<file path="config.mk">
export PLATFORM = sky130hd
export DESIGN_NAME = ws2812_unipolar_rz_decoder_flat
export DESIGN_NICKNAME = d
export VERILOG_FILES = /design/src/rtl/ws2812_unipolar_rz_decoder_if.sv /design/src/rtl/ws2812_unipolar_rz_decoder.sv /design/src/flat_wrapper.sv
export SDC_FILE = /design/constraint.sdc
export NUM_CORES = 1
export LEC_CHECK = 0
export ABC_AREA = 0
export ABC_CLOCK_PERIOD_IN_PS = 2700
export CORE_MARGIN = 5
export CORE_UTILIZATION = 52
export CTS_CLUSTER_SIZE = 12
export DETAILED_ROUTE_END_ITERATION = 7
export PLACE_DENSITY = 0.75
export SETUP_SLACK_MARGIN = 0.4
export SLEW_MARGIN = 15
export SYNTH_ARGS = -nofsm -noshare
export SYNTH_HDL_FRONTEND = slang
export SYNTH_SLANG_ARGS = --single-unit
</file>
<file path="constraint.sdc">
create_clock -name clk -period 2.7 [get_ports clk]
set_input_delay 0.405 -clock clk [delete_from_list [all_inputs] [get_ports clk]]
set_output_delay 0.405 -clock clk [all_outputs]
set_load 0.01 [all_outputs]
</file>
<file path="src/rtl/ws2812_unipolar_rz_decoder_if.sv">
// Single-wire RZ line plus decoded bit/pixel/status strobes of the WS2812 decoder.
// master: line driver and result consumer; slave: the decoder itself.
interface ws2812_unipolar_rz_decoder_if;
  logic        din;
  logic        bit_data;
  logic        bit_valid;
  logic [23:0] pixel_data;
  logic        pixel_valid;
  logic        frame_reset;
  logic        error;

  modport master (
    output din,
    input  bit_data,
    input  bit_valid,
    input  pixel_data,
    input  pixel_valid,
    input  frame_reset,
    input  error
  );

  modport slave (
    input  din,
    output bit_data,
    output bit_valid,
    output pixel_data,
    output pixel_valid,
    output frame_reset,
    output error
  );
endinterface

</file>
<file path="src/rtl/ws2812_unipolar_rz_decoder.sv">
// WS2812 RZ line decoder: measures high-pulse widths, recovers bits MSB-first
// into 24-bit pixels, and flags reset gaps and malformed pulses.
module ws2812_unipolar_rz_decoder #(
  parameter int unsigned CLK_FREQ_KHZ       = 50000,
  parameter int unsigned T_HI_MIN_NS        = 100,
  parameter int unsigned T_BIT_THRESHOLD_NS = 500,
  parameter int unsigned T_HI_MAX_NS        = 1000,
  parameter int unsigned T_RESET_NS         = 50000
) (
  input  logic                         clk,
  input  logic                         rst_n,
  ws2812_unipolar_rz_decoder_if.slave  bus
);

  localparam int unsigned CLK_PERIOD_PS = 1_000_000_000 / CLK_FREQ_KHZ;
  localparam int unsigned HI_MIN_TICKS  = (T_HI_MIN_NS * 1000 + CLK_PERIOD_PS - 1) / CLK_PERIOD_PS;
  localparam int unsigned THR_TICKS     = (T_BIT_THRESHOLD_NS * 1000 + CLK_PERIOD_PS - 1) / CLK_PERIOD_PS;
  localparam int unsigned HI_MAX_TICKS  = (T_HI_MAX_NS * 1000 + CLK_PERIOD_PS - 1) / CLK_PERIOD_PS;
  localparam int unsigned RESET_TICKS   = (T_RESET_NS * 1000 + CLK_PERIOD_PS - 1) / CLK_PERIOD_PS;
  localparam int unsigned CNT_W         = $clog2(RESET_TICKS + 1);

  localparam logic [CNT_W-1:0] HI_MIN_C = CNT_W'(HI_MIN_TICKS);
  localparam logic [CNT_W-1:0] THR_C    = CNT_W'(THR_TICKS);
  localparam logic [CNT_W-1:0] HI_MAX_C = CNT_W'(HI_MAX_TICKS);
  localparam logic [CNT_W-1:0] HI_SAT_C = CNT_W'(HI_MAX_TICKS + 1);
  localparam logic [CNT_W-1:0] RESET_C  = CNT_W'(RESET_TICKS);

  typedef enum logic [1:0] {
    SYNC,
    IDLE,
    HIGH,
    LOW
  } state_e;

  logic s1_q, s2_q, s3_q;
  logic rise, fall;

  logic [CNT_W-1:0] hi_cnt_q, hi_cnt_d;
  logic [CNT_W-1:0] lo_cnt_q, lo_cnt_d;
  logic             gap_hit;

  state_e       state_q, state_d;
  logic [4:0]   bit_cnt_q, bit_cnt_d;
  logic [22:0]  shift_q, shift_d;
  logic         bit_data_q, bit_data_d;
  logic         bit_valid_q, bit_valid_d;
  logic [23:0]  pixel_data_q, pixel_data_d;
  logic         pixel_valid_q, pixel_valid_d;
  logic         frame_reset_q, frame_reset_d;
  logic         error_q, error_d;
  logic         w_bit;
  logic         w_bad;

  always_ff @(posedge clk or negedge rst_n) begin
    if (!rst_n) begin
      s1_q <= 1'b0;
      s2_q <= 1'b0;
      s3_q <= 1'b0;
    end else begin
      s1_q <= bus.din;
      s2_q <= s1_q;
      s3_q <= s2_q;
    end
  end

  assign rise = s2_q & ~s3_q;
  assign fall = ~s2_q & s3_q;

  always_comb begin
    hi_cnt_d = '0;
    lo_cnt_d = '0;
    if (s2_q) begin
      hi_cnt_d = (hi_cnt_q != HI_SAT_C) ? hi_cnt_q + 1'b1 : hi_cnt_q;
    end else begin
      lo_cnt_d = (lo_cnt_q != RESET_C) ? lo_cnt_q + 1'b1 : lo_cnt_q;
    end
  end

  // Decided one cycle early so the registered strobe lands in the cycle lo_cnt first equals RESET_TICKS.
  assign gap_hit = (lo_cnt_d == RESET_C) && (lo_cnt_q != RESET_C);

  always_ff @(posedge clk or negedge rst_n) begin
    if (!rst_n) begin
      hi_cnt_q <= '0;
      lo_cnt_q <= '0;
    end else begin
      hi_cnt_q <= hi_cnt_d;
      lo_cnt_q <= lo_cnt_d;
    end
  end

  assign w_bit = (hi_cnt_q >= THR_C);
  assign w_bad = (hi_cnt_q < HI_MIN_C) || (hi_cnt_q > HI_MAX_C);

  always_comb begin
    state_d       = state_q;
    bit_cnt_d     = bit_cnt_q;
    shift_d       = shift_q;
    bit_data_d    = bit_data_q;
    pixel_data_d  = pixel_data_q;
    bit_valid_d   = 1'b0;
    pixel_valid_d = 1'b0;
    frame_reset_d = 1'b0;
    error_d       = 1'b0;

    unique case (state_q)
      SYNC: begin
        if (gap_hit) begin
          frame_reset_d = 1'b1;
          bit_cnt_d     = '0;
          state_d       = IDLE;
        end
      end
      IDLE: begin
        if (rise) state_d = HIGH;
      end
      LOW: begin
        if (rise) begin
          state_d = HIGH;
        end else if (gap_hit) begin
          frame_reset_d = 1'b1;
          state_d       = IDLE;
          if (bit_cnt_q != '0) begin
            error_d   = 1'b1;
            bit_cnt_d = '0;
          end
        end
      end
      HIGH: begin
        // Over-long highs are only judged at the fall, so a stuck-high line stays silent.
        if (fall) begin
          if (w_bad) begin
            error_d = 1'b1;
            state_d = SYNC;
          end else begin
            bit_valid_d = 1'b1;
            bit_data_d  = w_bit;
            shift_d     = {shift_q[21:0], w_bit};
            state_d     = LOW;
            if (bit_cnt_q == 5'd23) begin
              pixel_data_d  = {shift_q, w_bit};
              pixel_valid_d = 1'b1;
              bit_cnt_d     = '0;
            end else begin
              bit_cnt_d = bit_cnt_q + 1'b1;
            end
          end
        end
      end
      default: state_d = SYNC;
    endcase
  end

  always_ff @(posedge clk or negedge rst_n) begin
    if (!rst_n) begin
      state_q       <= SYNC;
      bit_cnt_q     <= '0;
      shift_q       <= '0;
      bit_data_q    <= 1'b0;
      bit_valid_q   <= 1'b0;
      pixel_data_q  <= '0;
      pixel_valid_q <= 1'b0;
      frame_reset_q <= 1'b0;
      error_q       <= 1'b0;
    end else begin
      state_q       <= state_d;
      bit_cnt_q     <= bit_cnt_d;
      shift_q       <= shift_d;
      bit_data_q    <= bit_data_d;
      bit_valid_q   <= bit_valid_d;
      pixel_data_q  <= pixel_data_d;
      pixel_valid_q <= pixel_valid_d;
      frame_reset_q <= frame_reset_d;
      error_q       <= error_d;
    end
  end

  assign bus.bit_data    = bit_data_q;
  assign bus.bit_valid   = bit_valid_q;
  assign bus.pixel_data  = pixel_data_q;
  assign bus.pixel_valid = pixel_valid_q;
  assign bus.frame_reset = frame_reset_q;
  assign bus.error       = error_q;

endmodule

</file>
<file path="src/flat_wrapper.sv">
// flat-port wrapper written by rule: the top's interface ports become plain ports
module ws2812_unipolar_rz_decoder_flat 
#(
  parameter int unsigned CLK_FREQ_KHZ       = 50000,
  parameter int unsigned T_HI_MIN_NS        = 100,
  parameter int unsigned T_BIT_THRESHOLD_NS = 500,
  parameter int unsigned T_HI_MAX_NS        = 1000,
  parameter int unsigned T_RESET_NS         = 50000
)
  (clk, rst_n, bus_din, bus_bit_data, bus_bit_valid, bus_pixel_data, bus_pixel_valid, bus_frame_reset, bus_error);
  ws2812_unipolar_rz_decoder_if bus_i ();
  input  logic clk;
  input  logic rst_n;
  input wire logic [$bits(bus_i.din)-1:0] bus_din;
  output wire logic [$bits(bus_i.bit_data)-1:0] bus_bit_data;
  output wire logic [$bits(bus_i.bit_valid)-1:0] bus_bit_valid;
  output wire logic [$bits(bus_i.pixel_data)-1:0] bus_pixel_data;
  output wire logic [$bits(bus_i.pixel_valid)-1:0] bus_pixel_valid;
  output wire logic [$bits(bus_i.frame_reset)-1:0] bus_frame_reset;
  output wire logic [$bits(bus_i.error)-1:0] bus_error;
  assign bus_i.din = bus_din;
  assign bus_bit_data = bus_i.bit_data;
  assign bus_bit_valid = bus_i.bit_valid;
  assign bus_pixel_data = bus_i.pixel_data;
  assign bus_pixel_valid = bus_i.pixel_valid;
  assign bus_frame_reset = bus_i.frame_reset;
  assign bus_error = bus_i.error;
  ws2812_unipolar_rz_decoder #(.CLK_FREQ_KHZ(CLK_FREQ_KHZ), .T_HI_MIN_NS(T_HI_MIN_NS), .T_BIT_THRESHOLD_NS(T_BIT_THRESHOLD_NS), .T_HI_MAX_NS(T_HI_MAX_NS), .T_RESET_NS(T_RESET_NS)) u_core (.clk(clk), .rst_n(rst_n), .bus(bus_i));
endmodule
</file>
==> results.cfg, run 1 <==
[power]
comb_power_share_pct = 4.7
p_total_mw = 2.274
vdd_ir_drop_max_uv = 296.6
p_clk_share_pct = 38.3
pwr-share-seq_pct = 57.0
p_per_area_nw_per_um2 = 436.3
p_leak_nw = 2.364
p_int_mw = 1.699
p_sw_mw = 0.5750
switching_share_pct = 25.29

[yosys]
synth_adder_area_share_pct = 4.011
yosysSeqAreaShare_pct = 52.45
yosys_warnings = 0
synth-simple-area-share_pct = 17.31
synthesis.nets = 356
synth-compound-area-share_pct = 6.973
ys_ff_latch = 85
synth_top_family_by_area = simple AND/OR/NAND/NOR gates
async_reset_ff_share_pct = 100.0
synth_edf_count = 0
synth_top_flop_cell = dfrtp_1
yosys-mux-area-fraction_pct = 13.36
synthXorXnorAreaFrac_pct = 3.240
netlist_area_sq_um = 4055
synth_cell_types = 55
postSynthAreaPerCell_sq_um = 11.93
netlist_instances = 340

[critical_path]
arrival_ps = 2730
path_cells = inv_2, ha_4, and4bb_2, nand4b_1, and3_1, a311o_1, a41oi_2, a211o_4, mux2_4
crit_slowest_cell = dfrtp_2
worst_setup_path_end_kind = flip-flop
rr_worst_depth = 9
crit_family = compound AO/OA/AOI/OAI gates
rrSetupSlack_ps = 220
cp_max_fo = 5
slowest_delay_ps = 460
start_kind = flip-flop
critPathBufInv = 1
cp.required_ps = 2950
critical_path_class = flip-flop to flip-flop
r2r_end = u_core.bit_cnt_q[0]
timing.rr.start = u_core.lo_cnt_q[0]

[cells_and_area]
drive_above_1_share_pct = 31.95
regArea_sq_um = 2132
syn_to_final_growth_pct = 28.51
nets = 421
multi_input_area_sq_um = 1986
antennaDiodeCount = 0
num-fill-cells = 529

[floorplanning]
core_sq_um = 7647
die_h_microns = 98.31
io_pins = 32
initial_core_util_pct = 53.03
dieArea_sq_um = 9665
die_w_microns = 98.31
rows = 32

[clock_network]
clk_pin_slew_ps = 90
insertion_delay_ps = 360
clock-sinks = 85
cts_buffer_depth = 2
cts_tree = built
htree_levels = 3
cts_buffers = 9
hold_buffers = 0
cts_root_buffer = clkbuf_8

[global_route]
grt_pass1_vias = 2740
grt_use_total_pct = 16.54
grt_overflow = 0
grt_max_degree = 47
antenna_found_initial = 0
grt_pass1_wl_microns = 12980

[sta]
final-setup-viol-count = 0
worstMarginPinSlew_ps = 667.5
fmax_mhz = 403.1
setup_tns_ps = 0
slew_headroom_pct = 55.09
period_share_pct = 91.89
post-route-min-period_ps = 2481
fin_skew_ps = 12.56
hold_viol = 0
rsz0062_at_grt = yes
final_max_slew_viol_count = 0

[detailed_routing]
routed_wl_microns = 8499
drtPass1Iterations = 5
drc = 0
avgRoutedWirePerCell_microns = 16.60
drtAntennaViolNets = 0
vias = 2830
detail_route.vias_per_cell = 5.527
drt_iter0_drc = 153

[status]
status = finished clean

[place]
gp_congestion = 0.9524
hpwl_microns = 4947
portBuffers = 31

[job]
maxCapViolations = 0

[min_path]
hold_path_class = primary input to async pin
stage by stage:
stage               setup slack [ps]  instance area, sq um  hold WS (ps)  util (%)  cells
floorplan                      349.3                  4126         109.4         -    340
global placement               267.1                  4566         337.5     59.70    466
detailed placement             173.7                  4566         338.6     59.70    466
CTS                            279.6                  4925         23.73     64.40    498
global route                   158.1                  5211         52.85     68.14    512
finish                         219.1                  5211         14.85     68.14    512
metal layers:
layer	GRT usage (%)	vias to the layer above	wire length [microns]
met1	21.86	1428	3910
met5	0	-	0
met4	6.092	0	119
li1	-	1336	-
met2	26.52	49	4165
met3	4.000	17	303
cells in the mapped netlist (2+ instances only):
cell	count	share of area [%]
o21ai_0	9	1.1
nand4b_1	3	0.65
nor3_1	9	1.1
nor4_4	2	1.0
nor2b_1	2	0.31
inv_1	15	1.4
mux2_2	45	12
a21boi_0	3	0.56
nand4_1	4	0.62
and3_1	3	0.46
nand2b_1	8	1.2
a311o_1	2	0.49
xor2_1	2	0.43
nand2_1	20	1.9
ha_1	13	4.0
nor4_1	4	0.62
a211o_1	3	0.65
a21oi_1	10	1.2
and2_1	10	1.5
or3_1	6	0.93
nor2_1	21	1.9
nand3_1	5	0.62
a2111oi_0	3	0.65
dfrtp_1	85	52
buf_2	8	0.99
mux2i_1	2	0.49
xnor2_1	13	2.8
clkbuf_1	3	0.28
cell type report:
class                           instances  share of cell area (%)
Clock buffer                           10                   2.641
Clock inverter                          6                   1.032
Inverter                               15                   1.080
Multi-Input combinational cell        229                   38.10
Sequential cell                        85                   40.91
Tap cell                              102                   2.449
Timing Repair Buffer                   65                   13.78
placed cells by master (no fill, tap or decap), types with 3 or more instances in the layout:
cell type,count
dfrtp_1,81
clkdlybuf4s50_1,30
mux2_4,29
buf_4,22
nor2_1,21
nand2_1,20
mux2_2,17
xnor2_1,12
inv_1,11
a21oi_1,10
and2_1,10
ha_1,10
clkbuf_8,10
nor3_1,9
nand2b_1,8
o21ai_0,7
or3_1,6
nand3_1,5
inv_2,4
nand4_1,4
clkbuf_16,4
buf_6,4
buf_12,4
dfrtp_2,4
nand4b_1,3
and3_1,3
nor4_1,3
a2111oi_1,3
a211o_1,3
a21boi_0,3
power by group through the flow:
stage               combinational (mW)  clock [mW]  sequential (mW)
floorplan                       0.0458           0             1.32
global route                     0.123       0.940             1.30
CTS                              0.104       0.882             1.30
detailed placement              0.0868           0             1.32
global placement                0.0848           0             1.32
finish                           0.107       0.870             1.30
flip-flops by register name, summed over array words and instances (netlist names):
name / flops
u_core.bus.pixel_valid: 1
u_core.s3_q: 1
u_core.bus.pixel_data: 24
u_core.state_q: 2
u_core.hi_cnt_q: 12
u_core.bit_cnt_q: 5
u_core.bus.bit_valid: 1
u_core.lo_cnt_q: 12
u_core.bus.frame_reset: 1
u_core.shift_q: 23
u_core.s2_q: 1
u_core.bus.error: 1
u_core.s1_q: 1
worst register-to-register path: stages (launching register included):
cell and delay, ps:
dfrtp_2 460, inv_2 100, ha_4 120, and4bb_2 210, nand4b_1 190, and3_1 210
a311o_1 350, a41oi_2 260, a211o_4 170, mux2_4 300
cell families after synthesis:
kind of cell	Yosys count
flip-flops	85
XOR/XNOR	15
multiplexers	48
AND/OR/NAND/NOR	114
adder cells (fa/ha/maj)	13
buffers and inverters	26
AO/OA/AOI/OAI	39
repair_timing:
| action | CTS | global route |
|---|---|---|
| endpoints found under the setup margin | 11 | 53 |
| gates cloned | 1 | 5 |
| pin swaps | 8 | 5 |
| hold endpoints to repair | 0 | 0 |
| buffers inserted | 15 | 9 |
| resized for setup | 6 | 31 |
worst max path at each step:
| stage | from | endpoint | slack [ps] | depth (start not counted) |
|---|---|---|---|---|
| finish | u_core.lo_cnt_q[0] | u_core.bit_cnt_q[0] | 220 | 9 |
| global route | u_core.lo_cnt_q[1] | u_core.bit_cnt_q[0] | 160 | 9 |
| CTS | u_core.lo_cnt_q[1] | u_core.bit_cnt_q[0] | 280 | 9 |
| floorplan | u_core.lo_cnt_q[0] | u_core.bit_cnt_q[0] | 350 | 9 |
| detailed placement | u_core.lo_cnt_q[0] | u_core.bit_cnt_q[0] | 170 | 9 |
| global placement | u_core.lo_cnt_q[0] | u_core.bit_cnt_q[0] | 270 | 8 |
Power figures use the tool's default switching activity.
==> run 2, diff against run 1 <==
GPL_ROUTABILITY_DRIVEN = 0   (was unset)
==> results of run 2 <==
Final layout, timing and power as in run 1 (identical DEF).
==> run 3, diff against run 2 <==
SLEW_MARGIN = unset   (was 15)
==> results of run 3 <==
Final layout, timing and power as in run 1 (identical DEF).
